--- src/rtl/mult_pkg.sv ---
// Shared definitions for the pipelined signed/unsigned multiplier:
// legal parameter ranges, the per-stage sideband record and clog2.
package mult_pkg;

    localparam int W_MIN     = 32'sd4;
    localparam int W_MAX     = 32'sd32;
    localparam int TAG_W_MIN = 32'sd1;
    localparam int TAG_W_MAX = 32'sd16;

    // Travels with every pipeline stage; the tag is sized for the widest
    // legal tag and zero-extended on entry.
    typedef struct packed {
        logic                 valid;
        logic                 neg;
        logic                 z;
        logic [TAG_W_MAX-1:0] tag;
    } side_t;

    // Ceiling log2, used at elaboration time to size the adder tree.
    function automatic int clog2(input int n);
        int r;
        int v;
        r = 32'sd0;
        v = n - 32'sd1;
        while (v > 32'sd0) begin
            r = r + 32'sd1;
            v = v / 32'sd2;
        end
        return r;
    endfunction

endpackage

--- src/rtl/mult_add_level.sv ---
// One registered level of the partial-product adder tree: sums adjacent
// row pairs and forwards the stage sideband, all gated by the global enable.
module mult_add_level
    import mult_pkg::*;
#(
    parameter int ROWS = 2,
    parameter int WID  = 16
) (
    input  logic                         clk,
    input  logic                         rst,
    input  logic                         en,
    input  logic [ROWS-1:0][WID-1:0]     rows_in,
    input  side_t                        side_in,
    output logic [ROWS/2-1:0][WID-1:0]   sums_out,
    output side_t                        side_out
);

    // Pairwise sum register plus sideband; holds everything while stalled.
    always_ff @(posedge clk) begin
        if (rst) begin
            sums_out <= '0;
            side_out <= '0;
        end else if (en) begin
            for (int k = 0; k < ROWS / 2; k++) begin
                sums_out[k] <= rows_in[2*k] + rows_in[2*k+1];
            end
            side_out <= side_in;
        end
    end

endmodule

--- src/rtl/mult_pipe_su.sv ---
// Fully pipelined WxW multiplier with per-operand signedness, valid/ready
// flow control and a tag carried alongside each product.
// Pipeline: S0 (magnitudes/sign/zero) -> L adder-tree levels -> N (negate).
module mult_pipe_su
    import mult_pkg::*;
#(
    parameter int W     = 8,
    parameter int TAG_W = 4
) (
    input  logic               clk,
    input  logic               rst,
    input  logic               in_valid,
    output logic               in_ready,
    input  logic [W-1:0]       a,
    input  logic [W-1:0]       b,
    input  logic               a_signed,
    input  logic               b_signed,
    input  logic [TAG_W-1:0]   in_tag,
    output logic               out_valid,
    input  logic               out_ready,
    output logic [2*W-1:0]     result,
    output logic [TAG_W-1:0]   out_tag
);

    localparam int L     = clog2(W);
    localparam int NROWS = 32'sd1 << L;
    localparam int NTREE = 2 * NROWS - 1;
    localparam int PW    = 2 * W;

    if (W < W_MIN || W > W_MAX || TAG_W < TAG_W_MIN || TAG_W > TAG_W_MAX) begin : g_bad_param
        $error("mult_pipe_su: W or TAG_W outside the supported range");
    end

    // Magnitude of an operand; the most negative signed value maps to 2^(W-1).
    function automatic logic [W-1:0] magnitude(input logic [W-1:0] v, input logic is_signed);
        logic [W-1:0] m;
        if (is_signed && v[W-1]) begin
            m = ~v + {{(W-1){1'b0}}, 1'b1};
        end else begin
            m = v;
        end
        return m;
    endfunction

    logic                  adv_s;
    logic [W-1:0]          mag_a_r;
    logic [W-1:0]          mag_b_r;
    side_t                 s0_side_r;
    // All tree rows flattened: level j occupies rows [2*NROWS-2*(NROWS>>j) +: NROWS>>j].
    logic [NTREE-1:0][PW-1:0] tree_s;
    side_t                 side_s [0:L];
    logic [PW-1:0]         sum_s;
    side_t                 fin_side_s;
    logic [PW-1:0]         result_next_s;
    logic                  out_valid_r;
    logic [PW-1:0]         result_r;
    logic [TAG_W-1:0]      out_tag_r;
    logic                  unused_tag_s;

    // One global enable: everything moves unless a product is waiting unclaimed.
    assign adv_s    = ~out_valid_r | out_ready;
    assign in_ready = adv_s & ~rst;

    // S0: operand magnitudes, product sign, zero flag and tag.
    always_ff @(posedge clk) begin
        if (rst) begin
            mag_a_r   <= {W{1'b0}};
            mag_b_r   <= {W{1'b0}};
            s0_side_r <= '0;
        end else if (adv_s) begin
            mag_a_r         <= magnitude(a, a_signed);
            mag_b_r         <= magnitude(b, b_signed);
            s0_side_r.valid <= in_valid;
            s0_side_r.neg   <= (a_signed & a[W-1]) ^ (b_signed & b[W-1]);
            s0_side_r.z     <= (a == {W{1'b0}}) | (b == {W{1'b0}});
            s0_side_r.tag   <= TAG_W_MAX'(in_tag);
        end
    end

    assign side_s[0] = s0_side_r;

    // Partial products from the S0 magnitudes; rows beyond W pad the tree with zero.
    for (genvar i = 0; i < NROWS; i++) begin : g_pp
        if (i < W) begin : g_row
            assign tree_s[i] = ({{W{1'b0}}, mag_a_r} & {PW{mag_b_r[i]}}) << i;
        end else begin : g_pad
            assign tree_s[i] = {PW{1'b0}};
        end
    end

    // Binary adder tree, one registered level per stage.
    for (genvar j = 0; j < L; j++) begin : g_lvl
        localparam int RIN   = NROWS >> j;
        localparam int OFF_I = 2 * NROWS - 2 * RIN;
        localparam int OFF_O = OFF_I + RIN;

        mult_add_level #(
            .ROWS (RIN),
            .WID  (PW)
        ) u_lvl (
            .clk      (clk),
            .rst      (rst),
            .en       (adv_s),
            .rows_in  (tree_s[OFF_I +: RIN]),
            .side_in  (side_s[j]),
            .sums_out (tree_s[OFF_O +: RIN/2]),
            .side_out (side_s[j+1])
        );
    end

    assign sum_s      = tree_s[NTREE-1];
    assign fin_side_s = side_s[L];
    // Only the low TAG_W tag bits leave the block; the rest are constant zero.
    assign unused_tag_s = ^fin_side_s.tag;

    // Sign application: a zero product is forced to 0 so it never carries a sign.
    always_comb begin
        result_next_s = {PW{1'b0}};
        if (fin_side_s.z) begin
            result_next_s = {PW{1'b0}};
        end else if (fin_side_s.neg) begin
            result_next_s = ~sum_s + {{(PW-1){1'b0}}, 1'b1};
        end else begin
            result_next_s = sum_s;
        end
    end

    // Stage N output register; holds result and tag stable while stalled.
    always_ff @(posedge clk) begin
        if (rst) begin
            out_valid_r <= 1'b0;
            result_r    <= {PW{1'b0}};
            out_tag_r   <= {TAG_W{1'b0}};
        end else if (adv_s) begin
            out_valid_r <= fin_side_s.valid;
            result_r    <= result_next_s;
            out_tag_r   <= fin_side_s.tag[TAG_W-1:0];
        end
    end

    assign out_valid = out_valid_r;
    assign result    = result_r;
    assign out_tag   = out_tag_r;

endmodule

--- config.mk ---
export PLATFORM = sky130hd
export DESIGN_NAME = mult_pipe_su
export DESIGN_NICKNAME = d
export VERILOG_FILES = /design/src/rtl/mult_pkg.sv /design/src/rtl/mult_add_level.sv /design/src/rtl/mult_pipe_su.sv
export SDC_FILE = /design/constraint.sdc
export NUM_CORES = 1
export LEC_CHECK = 0
export ABC_AREA = 1
export CAP_MARGIN = 20
export CORE_MARGIN = 1.5
export CORE_UTILIZATION = 45
export CTS_CLUSTER_DIAMETER = 30
export CTS_CLUSTER_SIZE = 24
export DETAILED_ROUTE_END_ITERATION = 8
export SYNTH_ARGS = -nofsm -noshare
export SYNTH_HDL_FRONTEND = slang
export SYNTH_HIERARCHICAL = 1
export SYNTH_SLANG_ARGS = --single-unit
export TNS_END_PERCENT = 50
--- constraint.sdc ---
create_clock -name clk -period 3.2 [get_ports clk]
set_input_delay 0.64 -clock clk [delete_from_list [all_inputs] [get_ports clk]]
set_output_delay 0.64 -clock clk [all_outputs]
set_load 0.005 [all_outputs]
# ---- After elaboration in Yosys (flattened, before gate mapping)
# Index checks and enable logic that the tools add are counted.
dict set report totals {
  regBits 177
  latch_bits 0
  ramBits 0
  romBits 0
  out_inout_bits 22
  mem_count 0
}
dict set report classes {
  n_addsub 10
  n_mul 0
  n_div 0
  order_cmp 0
  eq_ne 0
  n_shift 0
  n_mux 4
  n_bitwise 19
  n_reduce_logical 4
}
# cell count
set ops {}
lappend ops {{$add 16x16->16} 7}
lappend ops {{$mux 16} 2}
lappend ops {{$add 16x1->16 const B} 1}
lappend ops {{$add 8x1->8 const B} 2}
lappend ops {{$and 8x16->16} 1}
lappend ops {{$logic_not 8->1} 2}
lappend ops {{$mux 8} 2}
lappend ops {{$not 16->16} 1}
lappend ops {{$not 8->8} 2}
lappend ops {{$and 8x15->15} 1}
lappend ops {{$and 8x14->14} 1}
lappend ops {{$and 8x13->13} 1}
lappend ops {{$and 8x12->12} 1}
lappend ops {{$and 8x11->11} 1}
lappend ops {{$and 8x10->10} 1}
lappend ops {{$and 8x9->9} 1}
lappend ops {{$and 1x1->1} 3}
lappend ops {{$logic_and 1x1->1} 2}
lappend ops {{$not 1->1} 2}
lappend ops {{$or 1x1->1} 2}
lappend ops {{$xor 1x1->1} 1}

# ---- Depth between registers and ports, before layout
# Gate-level depths: netlist of the first run.
dict set report depth {
  depth_word 4
  ltp_mapped 15
}

# ---- Hierarchy
# The synthesis of the first run kept the hierarchy.
# module n_inst cells_per_inst area_each_um2 seq_area_each_um2
set by_module_without_submodules {}
lappend by_module_without_submodules {{mult_add_level at g_lvl[0].u_lvl} 1 1156 6789.0 1661.6}
lappend by_module_without_submodules {{mult_add_level at g_lvl[1].u_lvl} 1 618 3744.8 1021.0}
lappend by_module_without_submodules {mult_pipe_su 1 474 2829.0 880.8}
lappend by_module_without_submodules {{mult_add_level at g_lvl[2].u_lvl} 1 350 2190.9 700.7}

# ---- Worst setup path before layout of the first run
# No wires, ideal clock.
dict set report synth_timing {
  kind {input -> register}
  startpoint {in out_ready}
  endpoint {reg g_lvl[0].u_lvl/sums_out[44] in the netlist's numbering}
  arrival_ps 1702
  required_ps 3091
  slack_ps 1389
  stages 10
  n_path_buf 4
  path_cell_list {nor2_4 -> inv_2 -> buf_2 -> buf_2 -> buf_6 -> buf_2 -> nor2_1 -> nor2_1 -> nand2_1 -> inv_1}
}
dict set report synth_via {
  elab_chain_len 1
}
# item line_no
set synth_rtl {}
lappend synth_rtl {{start, declared} mult_pipe_su.sv:20} ;# input logic out_ready,
lappend synth_rtl {{$or 1x1->1} mult_pipe_su.sv:61} ;# assign adv_s = ~out_valid_r | out_ready;
lappend synth_rtl {{named net adv_s} mult_pipe_su.sv:45} ;# logic adv_s;
lappend synth_rtl {{end signal, assigned by index} mult_add_level.sv:25} ;# sums_out[k] <= rows_in[2*k] + rows_in[2*k+1];
lappend synth_rtl {{end, declared} mult_add_level.sv:14} ;# output logic [ROWS/2-1:0][WID-1:0] sums_out,
# The timed path passes the listed nets, and every way through them passes these cells.
# A chain may end at the register's enable or synchronous reset.

# ---- Final worst setup path of the first run
dict set report layout_timing {
  startpoint {in out_ready}
  endpoint {out in_ready}
}
dict set report layout_via {
  elab_chain_len 2
}
# item line_no
set layout_rtl {}
lappend layout_rtl {{$or 1x1->1} mult_pipe_su.sv:61}
lappend layout_rtl {{$and 1x1->1} mult_pipe_su.sv:62} ;# assign in_ready = adv_s & ~rst;
lappend layout_rtl {{end, declared} mult_pipe_su.sv:13} ;# output logic in_ready,
# No other way between the ends.

==> metrics.md, run 1 <==
| Metric | Value |
|---|---|
| Startpoint Class | `input port` |
| H-tree depth | `4` |
| ANT cells | `0` |
| CTS Buf Count | `17` |
| Min-Delay Endpoint | `g_lvl[0].u_lvl/side_out[16]` |
| Worst slew pin tran | `roughly 0.64 ns` |
| First-pass GRT wire length | `around 59000 µm` |
| RSZ-0062 raised after global routing | `no` |
| R2R cell count | `12` |
| Required time worst endpoint | `around 2.6 ns` |
| Final setup vio count | `0` |
| Syn Inst Count | `roughly 2500` |
| Fillers | `roughly 3400` |
| GR Util met3 | `0.0283` |
| DRC viols | `0` |
| Crit Path Class | `input port to output port` |
| I/O Pins | `48` |
| Fmax | `approximately 400 MHz` |
| GR Layer Usage met1 | `0.299` |
| Outcome | `complete, no violations` |
| Die ar. | `between 30000 and 40000 µm²` |
| Site Rows | `65` |
| Hold Crit Class | `input port to flip-flop` |
| Area delta synth->final | `10.5%` |
| P_leak | `about 0.0099 µW` |
| Drt wl/cell | `between 10 and 15 µm` |
| Die width | `~180 µm` |
| Starting DRT DRC Count | `~730` |
| YS warnings | `6` |
| Mean Syn Cell Area | `slightly below 6 µm²` |
| Critical Path AT | `~1.8 ns` |
| Maximum clock insertion buffer count | `2` |
| Reg2Reg Capture Point | `g_lvl[0].u_lvl/sums_out[26]` |
| Fin Setup TNS | `0 ns` |
| Worst Path Max Fanout | `4` |
| Fin crit share | `0.770` |
| Hold-critical path depth | `2` |
| Clock sinks | `roughly 180` |
| Setup bufs post-CTS | `0` |
| TritonRoute pass-1 iters | `5` |
| Hold Crit Start | `rst` |
| Setup slack, reg-to-reg | `approximately 1.1 ns` |
| Total GRT Usage | `0.216` |
| Vias per Instance | `about 4.6` |
| Met2 Use GR | `0.358` |
| Final nets | `2659` |
| Port bufs | `between 40 and 50` |
| Clk_lat worst skew | `between 0.4 and 0.5 ns` |
| Detail Placement HPWL | `between 20000 and 30000 µm` |
| Layout cell share with drive strength beyond 1 | `0.0454` |
| Clock Skew | `roughly 0.014 ns` |
| Clk slew on worst S/H paths | `~0.08 ns` |
| Reg2reg start | `mag_a_r[0]` |
| Top Usage Layer GRT | `met2` |
| CTS tree | `yes` |
| Initial antenna violation count | `0` |
| Cell Area, Synth | `~14000 µm²` |
| Antenna Nets Post-Route | `0` |
| Setup crit end kind | `output port` |
| GPL Wtd Cong | `approximately 0.9` |
| Largest net degree at the start of global routing | `about 130` |
| Final Hold Fails | `0` |
| Vias in the first global route | `approximately 12000` |
| Vias | `~14000` |
| Die H | `between 150 and 200 µm` |
| Fin cells | `roughly 3000` |
| Pins over their slew limit | `0` |
| Post-Route WL | `between 30000 and 40000 µm` |
| Pwr/cell area | `approximately 400 nW/µm²` |
| # hold bufs at CTS | `0` |
| CTS Root Buffer Type | `clkbuf_16` |
| Min Tclk post-route | `about 2.5 ns` |
| Maximum vdd drop | `approximately 0.39 mV` |
| Global route total overflow | `0` |
| Placed Cells | `between 2000 and 3000` |
| Relative slew margins | `0.573` |
| Initial Util | `0.457` |
| Number of gates resized after CTS | `0` |
| CORE AREA | `roughly 31000 µm²` |
| Max_cap viols | `0` |
worst max-delay path: stages:
cell and delay (ns):
clkdlybuf4s50_1 0.51, nor2_4 0.08, nor2_4 0.09, clkdlybuf4s50_1 0.50
cell usage in the layout (no fill, tap or decap), types with 36 or more instances in the layout:
cell             instances
nand2_1                823
o21ai_0                 49
nor2_1                 304
xor2_1                  36
clkdlybuf4s50_1         46
conb_1                  70
dfxtp_1                177
ha_1                   108
inv_1                  463
a21oi_1                 94
nand3_1                156
through the flow:
stage	total power, µW	hold slack, ns	utilization	setup slack, ns	instance area, µm²
floorplan	3640	0.437	-	1.39	14600
global placement	3980	0.436	0.485	0.691	15300
detailed placement	3990	0.440	0.485	0.686	15300
CTS	6230	0.418	0.505	0.720	15900
global route	6600	0.426	0.505	0.661	15900
finish	6210	0.435	0.505	0.735	15900
worst max-delay path by stage:
| stage | startpoint | to | slack, ns | depth (start not counted) |
|---|---|---|---|---|
| after CTS | out_ready | in_ready | 0.72 | 4 |
| after floorplan | out_ready | g_lvl[0].u_lvl/sums_out[44] | 1.39 | 10 |
| after global routing | out_ready | in_ready | 0.66 | 4 |
| final | out_ready | in_ready | 0.73 | 4 |
| after detailed placement | out_ready | g_lvl[1].u_lvl/sums_out[2] | 0.69 | 8 |
| after global placement | out_ready | g_lvl[1].u_lvl/sums_out[7] | 0.69 | 8 |
routing by layer:
| layer | wire length (µm) | part of all wire |
|---|---|---|
| met5 | 0 | 0 |
| met4 | 471 | 0.014 |
| met3 | 780 | 0.023 |
| met2 | 15200 | 0.45 |
| met1 | 17700 | 0.52 |
layout make-up:
class / count / area [µm²] / area share
Timing Repair Buffer: 57 / 556 / 0.0350
Clock inverter: 15 / 204 / 0.0128
Sequential cell: 177 / 3540 / 0.223
Multi-Input combinational cell: 1789 / 8870 / 0.558
Inverter: 476 / 1790 / 0.113
Tap cell: 402 / 503 / 0.0316
Clock buffer: 17 / 425 / 0.0268
report_power, final:
part | total, µW | leakage [µW] | switching, µW | internal, µW
clock network | 2220 | 0.000302 | 1080 | 1140
registers | 2570 | 0.00146 | 181 | 2390
logic | 1420 | 0.00814 | 852 | 569
total | 6210 | 0.00990 | 2110 | 4100
sequential cells by signal (all words and copies together), names as in the netlist:
| register | count |
|---|---|
| mag_a_r | 8 |
| out_valid | 1 |
| g_lvl.u_lvl/sums_out | 112 |
| result | 16 |
| g_lvl.u_lvl/side_out | 21 |
| mag_b_r | 8 |
| out_tag | 4 |
| s0_side_r | 7 |
No activity file was read; power rests on OpenSTA's default activity.
==> run 2: changes to the inputs <==
==> constraint.sdc (replaced) <==
create_clock -name clk -period 2.5 [get_ports clk]
set_input_delay 0.5 -clock clk [delete_from_list [all_inputs] [get_ports clk]]
set_output_delay 0.5 -clock clk [all_outputs]
set_load 0.005 [all_outputs]
==> metrics.md, run 2 (synthesized netlist as in run 1, its figures left out) <==
| Metric | Value |
|---|---|
| Outcome | `complete, no violations` |
| RSZ-0062 raised after global routing | `no` |
| CTS tree | `yes` |
| Total GRT Usage | `0.218` |
| Area of the multi-input gates | `8870 µm²` |
| Die ar. | `about 33000 µm²` |
| Starting DRT DRC Count | `around 660` |
| Site Rows | `65` |
| Die width | `182 µm` |
| Non-Filler Cell Area, Final | `16000 µm²` |
| Vias in the first global route | `12600` |
| Port bufs | `between 40 and 50` |
| Setup slack, reg-to-reg | `0.38 ns` |
| Pwr/cell area | `between 400 and 500 nW/µm²` |
| Part of the power in combinational logic | `0.232` |
| Critical Path AT | `~1.7 ns` |
| Antenna Nets Post-Route | `0` |
| CTS Buf Count | `17` |
| Post-Route WL | `roughly 34000 µm` |
| Min Tclk post-route | `2.19 ns` |
| Clock sinks | `177` |
| Fmax | `between 400 and 500 MHz` |
| Max_cap viols | `0` |
| Net Sw Power | `2680 µW` |
| Int Pwr | `approximately 5200 µW` |
| Most flops, register | `g_lvl.u_lvl/sums_out` |
| Placed cell areas | `roughly 15000 µm²` |
| Clk network pwr share | `0.354` |
| TritonRoute pass-1 iters | `7` |
| Clk_lat worst skew | `about 0.46 ns` |
| Worst Path Max Fanout | `4` |
| CTS Root Buffer Type | `clkbuf_16` |
| Sequential Area | `3540 µm²` |
| Commonest cells after routing, fill and taps aside | `823 x nand2_1, 463 x inv_1, 304 x nor2_1` |
| Fillers | `roughly 3300` |
| Seq pwr share | `0.414` |
| Initial Util | `0.457` |
| Fin Setup TNS | `0 ns` |
| DRC viols | `0` |
| Die H | `between 150 and 200 µm` |
| Clk slew on worst S/H paths | `0.08 ns` |
| Vias | `roughly 14000` |
| Relative slew margins | `0.578` |
| CORE AREA | `approximately 31000 µm²` |
| Detail Placement HPWL | `approximately 27000 µm` |
| Max FFs per register | `112` |
| Hold Crit Class | `input port to flip-flop` |
| Startpoint Class | `input port` |
| Fin crit share | `0.877` |
| P_leak | `0.00994 µW` |
| First-pass GRT wire length | `~59000 µm` |
| Maximum vdd drop | `between 0.5 and 0.6 mV` |
| Final setup vio count | `0` |
| Layout cell share with drive strength beyond 1 | `0.0473` |
| Drt wl/cell | `between 10 and 15 µm` |
| Clock Skew | `roughly 0.011 ns` |
| Final nets | `approximately 2700` |
| Largest net degree at the start of global routing | `approximately 130` |
| Final Hold Fails | `0` |
| Number of gates resized after CTS | `0` |
| Worst slew pin tran | `around 0.63 ns` |
| Vias per Instance | `approximately 4.6` |
| Worst hold margin | `roughly 0.29 ns` |
| I/O Pins | `48` |
| Area delta synth->final | `11.0%` |
| Setup crit end kind | `output port` |
| ANT cells | `0` |
| Initial antenna violation count | `0` |
| Global route total overflow | `0` |
| H-tree depth | `4` |
| Switch share | `0.339` |
| Crit Path Class | `input port to output port` |
| GPL Wtd Cong | `roughly 0.9` |
| Required time worst endpoint | `2.00 ns` |
| # hold bufs at CTS | `0` |
| Setup bufs post-CTS | `0` |
| Pins over their slew limit | `0` |
| Maximum clock insertion buffer count | `2` |
| Commonest non-fill, non-tap cell in the layout | `nand2_1` |
## run 2: cell count changes in the layout (fill, tap and decap cells not counted)
cell / change
buf_4: +1
inv_8: +2
inv_6: -1
clkinv_8: -2
buf_12: +4
inv_12: -1
clkinv_4: +2
## run 2: worst paths after layout
kind                   start                           to  depth (start not counted)
setup / recovery   out_ready                     in_ready                          4
hold / removal           rst  g_lvl[0].u_lvl/side_out[17]                          2
setup reg to reg  mag_a_r[1]  g_lvl[0].u_lvl/sums_out[62]                         14
hold reg to reg    result[9]                    result[9]                          2
## run 2: area by class of cell
class	count	share of cell area
inverters	476	0.112
repair buffers	62	0.0403
well taps	402	0.0315
clock buffers	17	0.0266
clock inverters	15	0.0117
multi-input cells	1789	0.556
flip-flops and latches	177	0.222
## run 2: metrics by stage
| step | power (µW) | utilization | cells | setup WS, ns |
|---|---|---|---|---|
| 2_1_floorplan | 4650 | - | 2522 | 0.751 |
| 3_3_place_gp | 5090 | 0.488 | 2906 | 0.307 |
| 3_5_place_dp | 5110 | 0.488 | 2906 | 0.315 |
| 4_1_cts | 7950 | 0.507 | 2938 | 0.297 |
| 5_1_grt | 8430 | 0.507 | 2938 | 0.182 |
| 6_report | 7920 | 0.507 | 2938 | 0.307 |
## run 2: critical path, stage by stage
cell and delay [ns]:
clkdlybuf4s50_1 0.51, nor2_4 0.08, nor2_4 0.09, clkdlybuf4s50_1 0.51
## run 2: per-layer routing
| layer | global-route usage | vias up | wire length (µm) |
|---|---|---|---|
| met5 | 0 | - | 0 |
| li1 | - | 7459 | - |
| met2 | 0.362 | 143 | 15200 |
| met1 | 0.296 | 5996 | 17700 |
| met4 | 0.0693 | 0 | 692 |
| met3 | 0.0233 | 30 | 736 |
## run 2: power by group through the flow
stage | Sequential, µW | Combinational [µW] | Clock [µW]
global route | 3320 | 2130 | 2990
detailed placement | 3350 | 1760 | 0
global placement | 3350 | 1750 | 0
CTS | 3280 | 1780 | 2890
floorplan | 3240 | 1410 | 0
finish | 3280 | 1840 | 2800
==> run 3: changes to the inputs <==
--- a/config.mk
+++ b/config.mk
@@ -7,7 +7,7 @@
 export LEC_CHECK = 0
 export ABC_AREA = 1
 export CAP_MARGIN = 20
-export CORE_MARGIN = 1.5
+export CORE_MARGIN = 2
 export CORE_UTILIZATION = 45
 export CTS_CLUSTER_DIAMETER = 30
 export CTS_CLUSTER_SIZE = 24
@@ -16,4 +16,3 @@
 export SYNTH_HDL_FRONTEND = slang
 export SYNTH_HIERARCHICAL = 1
 export SYNTH_SLANG_ARGS = --single-unit
-export TNS_END_PERCENT = 50
==> metrics.md, run 3 (synthesized netlist as in run 1, its figures left out) <==
| Metric | Value |
|---|---|
| Max FFs per register | `between 100 and 150` |
| Pwr/cell area | `495 nW/µm²` |
| Final nets | `2666` |
| Post-Route WL | `34100 µm` |
| Clock sinks | `between 150 and 200` |
| Worst Path Max Fanout | `4` |
| Outcome | `complete, no violations` |
| Total GRT Usage | `0.213` |
| Area delta synth->final | `11.1%` |
| Fin crit share | `0.876` |
| # hold bufs at CTS | `0` |
| CTS Root Buffer Type | `clkbuf_16` |
| CTS tree | `yes` |
| Site Rows | `65` |
| Commonest non-fill, non-tap cell in the layout | `nand2_1` |
| Hold Crit Class | `flip-flop to flip-flop` |
| Final Hold Fails | `0` |
| Vias in the first global route | `12300` |
| RSZ-0062 raised after global routing | `no` |
| Initial Util | `0.457` |
| Largest net degree at the start of global routing | `~140` |
| Clk slew on worst S/H paths | `~0.07 ns` |
| Relative slew margins | `0.570` |
| Fillers | `3353` |
| GPL Wtd Cong | `0.900` |
| Clk_lat worst skew | `0.45 ns` |
| Setup crit end kind | `output port` |
| Final setup margin | `between 0.3 and 0.4 ns` |
| Antenna Nets Post-Route | `0` |
| ANT cells | `0` |
| Initial antenna violation count | `0` |
| P_leak | `between 0.009 and 0.01 µW` |
| Drt wl/cell | `11.6 µm` |
| Setup slack at placement | `about 0.31 ns` |
| Startpoint Class | `input port` |
| Worst slew pin tran | `0.646 ns` |
| H-tree depth | `4` |
| Number of gates resized after CTS | `0` |
| Critical Path AT | `around 1.7 ns` |
| Maximum clock insertion buffer count | `2` |
| Fin Setup TNS | `0 ns` |
| Die ar. | `around 33000 µm²` |
| DRC viols | `0` |
| Commonest cells after routing, fill and taps aside | `823 x nand2_1, 463 x inv_1, 304 x nor2_1` |
| Min Tclk post-route | `2.19 ns` |
| Vias | `about 14000` |
| Max_cap viols | `0` |
| Clock Skew | `~0.015 ns` |
| Global route total overflow | `0` |
| Maximum vdd drop | `0.536 mV` |
| Die width | `about 180 µm` |
| Crit Path Class | `input port to output port` |
| Vias per Instance | `~4.6` |
| First-pass GRT wire length | `between 50000 and 60000 µm` |
| Final setup vio count | `0` |
| Fmax | `about 460 MHz` |
| TritonRoute pass-1 iters | `5` |
| Detail Placement HPWL | `26800 µm` |
| I/O Pins | `48` |
| Required time worst endpoint | `roughly 2 ns` |
| Starting DRT DRC Count | `approximately 700` |
| Pins over their slew limit | `0` |
| Most flops, register | `g_lvl.u_lvl/sums_out` |
| Layout cell share with drive strength beyond 1 | `0.0481` |
| Die H | `between 150 and 200 µm` |
| CTS Buf Count | `17` |
| Setup bufs post-CTS | `0` |
| CORE AREA | `between 30000 and 40000 µm²` |
| Port bufs | `47` |
## run 3: where the power goes
group	total, µW	switching, µW	internal, µW
combinational	1840	1100	735
clock	2790	1350	1440
sequential	3280	223	3060
## run 3: through the flow
stage,area (µm²),hold slack [ns],util,total power [µW],instances
detailed placement,15400,0.439,0.488,5120,2908
finish,16000,0.451,0.508,7910,2940
global placement,15400,0.435,0.488,5100,2908
global route,16000,0.474,0.508,8420,2940
floorplan,14600,0.437,-,4650,2522
CTS,16000,0.454,0.508,7930,2940
## run 3: final timing paths
| path | start | endpoint | slack, ns | cells after the start |
|---|---|---|---|---|
| max | out_ready | in_ready | 0.31 | 4 |
| min | result[11] | result[11] | 0.45 | 2 |
| max reg2reg | mag_a_r[7] | g_lvl[0].u_lvl/sums_out[62] | 0.40 | 13 |
| min reg2reg | result[11] | result[11] | 0.45 | 2 |
## run 3: per-layer routing
metal	GRT usage	part of all wire
met5	0	0
met4	0.0603	0.019
met3	0.0262	0.022
met2	0.352	0.44
met1	0.292	0.52
## run 3: layout make-up
class                      count  area, µm²  share of cell area
clock inverter                15        185              0.0116
clock buffer                  17        425              0.0266
sequential                   177       3540               0.222
multi-input combinational   1789       8870               0.555
inverter                     476       1790               0.112
tap                          402        503              0.0315
timing repair buffer          64        658              0.0412
## run 3: worst max-delay path, cell delays in order
cell	delay, ns
clkdlybuf4s50_1	0.50
nor2_4	0.08
nor2_4	0.10
clkdlybuf4s50_1	0.50
